--- src/rtl/lenet_pkg.sv ---
// Purpose : shared LeNet constants (data width, BRAM address widths, layer base addresses, fc_2 FSM encoding).
// Latency : n/a (constants and types only).
// Backpres: n/a.
package lenet_pkg;

   localparam int DATA_SIZE = 8;

   // Address widths of the two shared BRAMs.
   localparam int BW_AW  = 19;   // bias/weights BRAM
   localparam int RES_AW = 15;   // result BRAM

   // fc_2 layer placement inside the shared BRAMs.
   localparam int FC2_IN_BASE  = 18400;    // result BRAM: fc_1 activation 0
   localparam int FC2_W_BASE   = 431070;   // bias/weights BRAM: weight[0][0]
   localparam int FC2_B_BASE   = 436070;   // bias/weights BRAM: bias 0
   localparam int FC2_OUT_BASE = 18900;    // result BRAM: class score 0

   // fc_2 FSM encoding.
   localparam logic [2:0] ST_IDLE   = 3'd0;
   localparam logic [2:0] ST_BIAS   = 3'd1;
   localparam logic [2:0] ST_MAC    = 3'd2;
   localparam logic [2:0] ST_STORE  = 3'd3;
   localparam logic [2:0] ST_NEXT   = 3'd4;
   localparam logic [2:0] ST_DONE   = 3'd5;
   localparam logic [2:0] ST_ARGMAX = 3'd6;

   typedef enum logic [2:0] {
      S_IDLE   = ST_IDLE,
      S_BIAS   = ST_BIAS,
      S_MAC    = ST_MAC,
      S_STORE  = ST_STORE,
      S_NEXT   = ST_NEXT,
      S_DONE   = ST_DONE,
      S_ARGMAX = ST_ARGMAX
   } fc2_state_t;

endpackage

--- src/rtl/fc_2_mac_sat.sv ---
// Purpose : signed DW x DW multiply-accumulate register with bias load, plus shift-and-saturate to DW bits.
// Latency : acc updates on the edge where load/mac is high; sat_q is combinational from acc.
// Backpres: none; the caller strobes load/mac exactly once per captured operand.
// Ports   : clk, rst (async active-low), clr/load/mac controls, a (weight or bias), b (activation), sat_q (score).
module mac_sat #(
   parameter int DW        = 8,
   parameter int ACC_W     = 24,
   parameter int FRAC_BITS = 6
) (
   input  logic          clk,
   input  logic          rst,
   input  logic          clr,
   input  logic          load,
   input  logic          mac,
   input  logic [DW-1:0] a,
   input  logic [DW-1:0] b,
   output logic [DW-1:0] sat_q
);

   localparam logic signed [ACC_W-1:0] SAT_HI = ACC_W'(2 ** (DW - 1) - 1);
   localparam logic signed [ACC_W-1:0] SAT_LO = ~SAT_HI;

   logic signed [ACC_W-1:0]  acc;
   logic signed [ACC_W-1:0]  sh;
   logic signed [DW-1:0]     a_s;
   logic signed [DW-1:0]     b_s;
   logic signed [2*DW-1:0]   prod;

   assign a_s  = $signed(a);
   assign b_s  = $signed(b);
   assign prod = a_s * b_s;

   // load places the bias at the same binary point as the weight*activation products.
   always_ff @(posedge clk or negedge rst) begin
      if (!rst) begin
         acc <= '0;
      end else if (clr) begin
         acc <= '0;
      end else if (load) begin
         acc <= ACC_W'(a_s) <<< FRAC_BITS;
      end else if (mac) begin
         acc <= acc + ACC_W'(prod);
      end
   end

   assign sh = acc >>> FRAC_BITS;

   always_comb begin
      sat_q = sh[DW-1:0];
      if (sh > SAT_HI) begin
         sat_q = {1'b0, {(DW-1){1'b1}}};
      end else if (sh < SAT_LO) begin
         sat_q = {1'b1, {(DW-1){1'b0}}};
      end
   end

endmodule

--- src/rtl/fc_2.sv ---
// Purpose : LeNet final fully-connected layer; N_OUT serial dot products of N_IN fc_1 activations, no ReLU.
// Latency : (N_IN+1)*(RD_LAT+1)+2 cycles per neuron, N_OUT neurons, +1 cycle into S_DONE (+1 more with argmax).
// Backpres: none; fc_2_en is a level run request, dropping it before S_DONE aborts the layer without a write.
// Ports   : clk, rst (async active-low), fc_2_en, two BRAM read ports (douta), bias/weights BRAM ena/addra,
//           result BRAM ena/wea/addra/dina, fc_2_finish, class_id.
// Option  : define FC2_ARGMAX_EN to track the argmax score and write its index to OUT_BASE+N_OUT.
module fc_2 #(
   parameter int N_IN      = 500,
   parameter int N_OUT     = 10,
   parameter int DATA_SIZE = lenet_pkg::DATA_SIZE,
   parameter int ACC_W     = 24,
   parameter int FRAC_BITS = 6,
   parameter int RD_LAT    = 2,
   parameter int IN_BASE   = lenet_pkg::FC2_IN_BASE,
   parameter int W_BASE    = lenet_pkg::FC2_W_BASE,
   parameter int B_BASE    = lenet_pkg::FC2_B_BASE,
   parameter int OUT_BASE  = lenet_pkg::FC2_OUT_BASE
) (
   input  logic                         clk,
   input  logic                         rst,
   input  logic                         fc_2_en,
   input  logic [DATA_SIZE-1:0]         bias_weights_bram_douta,
   input  logic [DATA_SIZE-1:0]         result_bram_douta,
   output logic                         bias_weights_bram_ena,
   output logic [lenet_pkg::BW_AW-1:0]  bias_weights_bram_addra,
   output logic                         result_bram_ena,
   output logic                         result_bram_wea,
   output logic [lenet_pkg::RES_AW-1:0] result_bram_addra,
   output logic [DATA_SIZE-1:0]         result_bram_dina,
   output logic                         fc_2_finish,
   output logic [3:0]                   class_id
);

   import lenet_pkg::*;

   localparam int               I_W      = (N_IN > 1) ? $clog2(N_IN) : 1;
   localparam int               O_W      = $clog2(N_OUT + 1);
   localparam logic [1:0]       LAST_CNT = 2'(RD_LAT);
   localparam logic [I_W-1:0]   LAST_I   = I_W'(N_IN - 1);
   localparam logic [O_W-1:0]   LAST_O   = O_W'(N_OUT - 1);

   fc2_state_t             state;
   logic [O_W-1:0]         o;
   logic [I_W-1:0]         i;
   logic [1:0]             cnt;
   logic [BW_AW-1:0]       w_ptr;
   logic                   slot_end;
   logic                   acc_clr;
   logic                   acc_load;
   logic                   acc_mac;
   logic [DATA_SIZE-1:0]   score;

`ifdef FC2_ARGMAX_EN
   logic signed [DATA_SIZE-1:0] max_score;
   logic [3:0]                  best_id;
   assign class_id = best_id;
`else
   assign class_id = 4'd0;
`endif

   // A slot is RD_LAT+1 cycles: address out in cycle 0, data usable in cycle RD_LAT.
   assign slot_end = (cnt == LAST_CNT);
   assign acc_clr  = (state == S_IDLE) && fc_2_en;
   assign acc_load = (state == S_BIAS) && slot_end && fc_2_en;
   assign acc_mac  = (state == S_MAC)  && slot_end && fc_2_en;

   mac_sat #(
      .DW        (DATA_SIZE),
      .ACC_W     (ACC_W),
      .FRAC_BITS (FRAC_BITS)
   ) u_mac_sat (
      .clk   (clk),
      .rst   (rst),
      .clr   (acc_clr),
      .load  (acc_load),
      .mac   (acc_mac),
      .a     (bias_weights_bram_douta),
      .b     (result_bram_douta),
      .sat_q (score)
   );

   // Write data is only meaningful while wea is high; held at zero otherwise.
   always_comb begin
      result_bram_dina = '0;
      if (result_bram_wea) begin
         result_bram_dina = score;
`ifdef FC2_ARGMAX_EN
         if (state == S_ARGMAX) begin
            result_bram_dina = DATA_SIZE'(best_id);
         end
`endif
      end
   end

   // Weight rows are contiguous, so W_BASE + o*N_IN + i is a single pointer that
   // advances by one per MAC slot for the whole run; no multiplier needed.
   always_ff @(posedge clk or negedge rst) begin
      if (!rst) begin
         state                   <= S_IDLE;
         o                       <= '0;
         i                       <= '0;
         cnt                     <= '0;
         w_ptr                   <= '0;
         bias_weights_bram_ena   <= 1'b0;
         bias_weights_bram_addra <= '0;
         result_bram_ena         <= 1'b0;
         result_bram_wea         <= 1'b0;
         result_bram_addra       <= '0;
         fc_2_finish             <= 1'b0;
`ifdef FC2_ARGMAX_EN
         max_score               <= '0;
         best_id                 <= '0;
`endif
      end else if (!fc_2_en && state != S_IDLE && state != S_DONE) begin
         // Abort: drop every strobe on this edge so no partial result is written.
         state                   <= S_IDLE;
         o                       <= '0;
         i                       <= '0;
         cnt                     <= '0;
         bias_weights_bram_ena   <= 1'b0;
         bias_weights_bram_addra <= '0;
         result_bram_ena         <= 1'b0;
         result_bram_wea         <= 1'b0;
         result_bram_addra       <= '0;
         fc_2_finish             <= 1'b0;
      end else begin
         case (state)
            S_IDLE: begin
               if (fc_2_en) begin
                  state                   <= S_BIAS;
                  o                       <= '0;
                  i                       <= '0;
                  cnt                     <= '0;
                  w_ptr                   <= BW_AW'(W_BASE);
                  bias_weights_bram_ena   <= 1'b1;
                  bias_weights_bram_addra <= BW_AW'(B_BASE);
`ifdef FC2_ARGMAX_EN
                  max_score               <= '0;
                  best_id                 <= '0;
`endif
               end
            end

            S_BIAS: begin
               if (slot_end) begin
                  state                   <= S_MAC;
                  cnt                     <= '0;
                  bias_weights_bram_addra <= w_ptr;
                  result_bram_ena         <= 1'b1;
                  result_bram_addra       <= RES_AW'(IN_BASE);
               end else begin
                  cnt <= cnt + 2'd1;
               end
            end

            S_MAC: begin
               if (slot_end) begin
                  cnt   <= '0;
                  w_ptr <= w_ptr + 1'b1;
                  if (i == LAST_I) begin
                     // Read port stays enabled and becomes the write port for S_STORE.
                     state                 <= S_STORE;
                     bias_weights_bram_ena <= 1'b0;
                     result_bram_wea       <= 1'b1;
                     result_bram_addra     <= RES_AW'(OUT_BASE + int'(o));
                  end else begin
                     i                       <= i + 1'b1;
                     bias_weights_bram_addra <= w_ptr + 1'b1;
                     result_bram_addra       <= RES_AW'(IN_BASE + int'(i) + 1);
                  end
               end else begin
                  cnt <= cnt + 2'd1;
               end
            end

            S_STORE: begin
               state           <= S_NEXT;
               result_bram_ena <= 1'b0;
               result_bram_wea <= 1'b0;
`ifdef FC2_ARGMAX_EN
               // Strictly greater wins, so a tie keeps the earlier (lower) index.
               if (o == '0 || $signed(score) > max_score) begin
                  max_score <= $signed(score);
                  best_id   <= 4'(o);
               end
`endif
            end

            S_NEXT: begin
               i <= '0;
               o <= o + 1'b1;
               if (o == LAST_O) begin
`ifdef FC2_ARGMAX_EN
                  state             <= S_ARGMAX;
                  result_bram_ena   <= 1'b1;
                  result_bram_wea   <= 1'b1;
                  result_bram_addra <= RES_AW'(OUT_BASE + N_OUT);
`else
                  state       <= S_DONE;
                  fc_2_finish <= 1'b1;
`endif
               end else begin
                  state                   <= S_BIAS;
                  bias_weights_bram_ena   <= 1'b1;
                  bias_weights_bram_addra <= BW_AW'(B_BASE + int'(o) + 1);
               end
            end

`ifdef FC2_ARGMAX_EN
            S_ARGMAX: begin
               state           <= S_DONE;
               result_bram_ena <= 1'b0;
               result_bram_wea <= 1'b0;
               fc_2_finish     <= 1'b1;
            end
`endif

            S_DONE: begin
               if (!fc_2_en) begin
                  state                   <= S_IDLE;
                  fc_2_finish             <= 1'b0;
                  bias_weights_bram_addra <= '0;
                  result_bram_addra       <= '0;
               end
            end

            default: begin
               state <= S_IDLE;
            end
         endcase
      end
   end

endmodule

--- config.mk ---
export PLATFORM = sky130hd
export DESIGN_NAME = fc_2
export DESIGN_NICKNAME = d
export VERILOG_FILES = /design/src/rtl/lenet_pkg.sv /design/src/rtl/fc_2_mac_sat.sv /design/src/rtl/fc_2.sv
export SDC_FILE = /design/constraint.sdc
export NUM_CORES = 1
export LEC_CHECK = 0
export ABC_AREA = 0
export CAP_MARGIN = 10
export CORE_MARGIN = 5
export CORE_UTILIZATION = 40
export DETAILED_ROUTE_END_ITERATION = 8
export SLEW_MARGIN = 5
export SYNTH_ARGS = -nofsm -noshare
export SYNTH_HDL_FRONTEND = slang
export SYNTH_SLANG_ARGS = --single-unit
--- constraint.sdc ---
create_clock -name clk -period 7.06 [get_ports clk]
set_clock_uncertainty 0.05 [all_clocks]
set_input_delay 1.059 -clock clk [delete_from_list [all_inputs] [get_ports clk]]
set_output_delay 1.059 -clock clk [all_outputs]
set_load 0.03 [all_outputs]
==> results.sh <==
export IMPL_port_buffers=62
export IMPL_wl_um=23500
export IMPL_initial_core_util_pct=40.5
export IMPL_hpwlAfterDp_um=18200
export IMPL_rows=56
export IMPL_critPathArrivalTime_ps=6570
export IMPL_final_common_cell="nand2_1"
export IMPL_coreArea_um2=23300
export IMPL_synth_async_reset_ratio_pct=100
export IMPL_cts_sinks=97
export IMPL_gr_total_overflow=0
export IMPL_start_kind="primary input"
export IMPL_min_period_ps=6370
export IMPL_grt_usage_pct=18.3
export IMPL_synth_cell_types=60
export IMPL_synth_compound_area_share_pct=16.6
export IMPL_synthAdderAreaFrac_pct=30.1
export IMPL_ys_seq_elements=97
export IMPL_fmax_ghz=0.157
export IMPL_maxSlewViolCount=0
export IMPL_synthToLayoutAreaGrowth_pct=12.7
export IMPL_comb_power_share_pct=69.3
export IMPL_numCtsBuffers=9
export IMPL_clockBufferDepth=2
export IMPL_ys_warn_count=0
export IMPL_clk_latency_ps=350
export IMPL_synth_top_family_by_area="adder cells"
export IMPL_place_inst=1398
export IMPL_synthCells=1049
export IMPL_setup_viol=0
export IMPL_wl_per_cell_um=16.6
export IMPL_via_per_inst=5.22
export IMPL_clk_pin_slew_ps=80
export IMPL_final_cells=1414
export IMPL_antenna_left=0
export IMPL_cts_resized=0
export IMPL_swShare_pct=48.0
export IMPL_required_ps=7260
export IMPL_vias=7375
export IMPL_synthFlopType="dfrtp_1"
export IMPL_detail_route_iter0_violations=556
export IMPL_power_switching_w=0.00179
export IMPL_holdBufCountCts=0
export IMPL_cts_tree="built"
export IMPL_fin_util_pct=45.6
export IMPL_cap_violations=0
export IMPL_r2r_setup_slack_ps=2030
export IMPL_grt_start_max_net_pins=64
export IMPL_ios=69
export IMPL_die_h_um=164
export IMPL_synth_xor_area_share_pct=4.08
export IMPL_final_cell_mix="nand2_1, inv_1, fa_1"
export IMPL_drive_above_1_share_pct=4.20
export IMPL_tns_ps=0
export IMPL_avgSynthCellArea_um2=9.00
export IMPL_min_period_over_period_pct=90.2
export IMPL_total_power_w=0.00373
export IMPL_grt_pass1_wl_um=39600
export IMPL_hold_class="reg -> reg"
export IMPL_synth_area_mux_share_pct=0.451
export IMPL_p_seq_share_pct=17.7
export IMPL_setup_ws_ps=693
export IMPL_path_max_fanout=9
export IMPL_timing_hold_violations_final=0
export IMPL_gp_congestion=0.871
export IMPL_clkPwrFrac_pct=12.9
export IMPL_grt_pass1_vias=7456
export IMPL_path_class="in -> reg"
export IMPL_syn_area_um2=9440
export IMPL_p_int_w=0.00194
export IMPL_n_antenna_cell=0
export IMPL_p_leak_nw=4.78
export IMPL_status="completed"
export IMPL_slew_headroom_pct=19.5
export IMPL_synth_yosys_seq_area_share_pct=25.7
export IMPL_end_kind="flop"
export IMPL_htreeDepth=3
export IMPL_nNetsFinal=1274
export IMPL_place_ws_ps=302
export IMPL_die_x_um=164
export IMPL_post_cts_buffers=0
export IMPL_antenna_found_initial=0
export IMPL_clockRootBuffer="clkbuf_16"
export IMPL_p_per_area_nw_per_um2=351
export IMPL_rsz0062_at_grt="false"
export IMPL_peakVddDrop_mv=0.163
export IMPL_tightest_slew_ps=1200
export IMPL_synth_edf_count=0
export IMPL_yosys_area_share_simple_pct=16.2
export IMPL_dieArea_um2=26800
export IMPL_dr_pass1_iters=5
export IMPL_drc=0
## critical path: stages
cell             delay [ps]
clkdlybuf4s50_1         670
nand2_1                 200
inv_1                   110
fa_1                    470
inv_1                   230
fa_1                    530
inv_1                   410
fa_1                    510
fa_1                    490
ha_1                    300
ha_1                    380
nand3_1                 160
a21oi_1                  50
a211oi_1                290
o311a_1                 290
or3_1                   120
a31oi_1                  70
a21o_1                  200
## metrics by stage
| stage | instance area, um2 | hold slack [ps] |
|---|---|---|
| detailed placement | 10400 | 407 |
| CTS | 10600 | 425 |
| global placement | 10400 | 408 |
| global route | 10600 | 467 |
| finish | 10600 | 420 |
| floorplan | 9460 | 400 |
## power by group through the flow
stage	sequential (W)	clock (W)	combinational (W)
6_report	0.000662	0.000482	0.00259
2_1_floorplan	0.000695	0	0.00194
4_1_cts	0.000662	0.000496	0.00260
5_1_grt	0.000669	0.000523	0.00297
3_5_place_dp	0.000672	0	0.00258
3_3_place_gp	0.000672	0	0.00258
## layout make-up
| cell class | instances | area [um2] |
|---|---|---|
| Tap cell | 319 | 399 |
| Clock inverter | 7 | 60.1 |
| Multi-Input combinational cell | 798 | 6400 |
| Fill cell | 2316 | 12700 |
| Inverter | 109 | 409 |
| Clock buffer | 9 | 225 |
| Timing Repair Buffer | 75 | 716 |
| Sequential cell | 97 | 2430 |
## metal layers
| layer | global-route usage, % | share of wire (%) |
|---|---|---|
| met1 | 26.6 | 48 |
| met2 | 29.4 | 47 |
| met3 | 2.27 | 3.5 |
| met4 | 3.85 | 1.4 |
| met5 | 0 | 0 |
## worst paths after layout
| check | start | to | depth (start not counted) |
|---|---|---|---|
| worst max-delay path | bias_weights_bram_douta[7] | u_mac_sat.acc[20] | 18 |
| worst min-delay path | result_bram_addra[9] | result_bram_addra[9] | 2 |
| worst max register to register | u_mac_sat.acc[6] | u_mac_sat.acc[20] | 17 |
| worst min register to register | result_bram_addra[9] | result_bram_addra[9] | 2 |
| max in group asynchronous | rst | i[7] | 2 |
| min in group asynchronous | rst | bias_weights_bram_addra[8] | 1 |
## sequential cells by signal, summed over array words and instances, names as in the netlist, 2 cells and up
| signal | flops |
|---|---|
| state | 3 |
| i | 9 |
| o | 4 |
| result_bram_addra | 13 |
| bias_weights_bram_addra | 19 |
| u_mac_sat.acc | 24 |
| cnt | 2 |
| w_ptr | 19 |
## cell usage after synthesis, types with 8 or more instances
master	count	share of area (%)
a21oi_1	52	2.8
nor3_1	16	0.85
o31ai_1	9	0.72
inv_1	108	4.3
clkbuf_1	30	1.2
nand3_1	19	1.0
nand2b_1	8	0.53
and2_1	36	2.4
a21o_1	11	0.87
fa_1	104	22
dfrtp_1	97	26
ha_1	61	8.1
nor2_1	77	3.1
xnor2_1	28	2.6
nand2_1	140	5.6
a22o_1	24	2.2
o21a_1	8	0.64
nand4_1	8	0.53
xor2_1	16	1.5
a31oi_1	12	0.80
buf_2	8	0.42
o21ai_0	87	4.6
## kinds of logic (layout without fill, tap and decap cells)
kind of cell             count (synthesis)  after routing
other                                    1              6
flip-flops                              97             97
buffers and inverters                  159            200
AND/OR/NAND/NOR                        330            330
AO/OA/AOI/OAI                          249            249
adder cells (fa/ha/maj)                165            165
multiplexers                             4              4
XOR/XNOR                                44             44
Note: power is estimated with default switching activity, not from simulation.
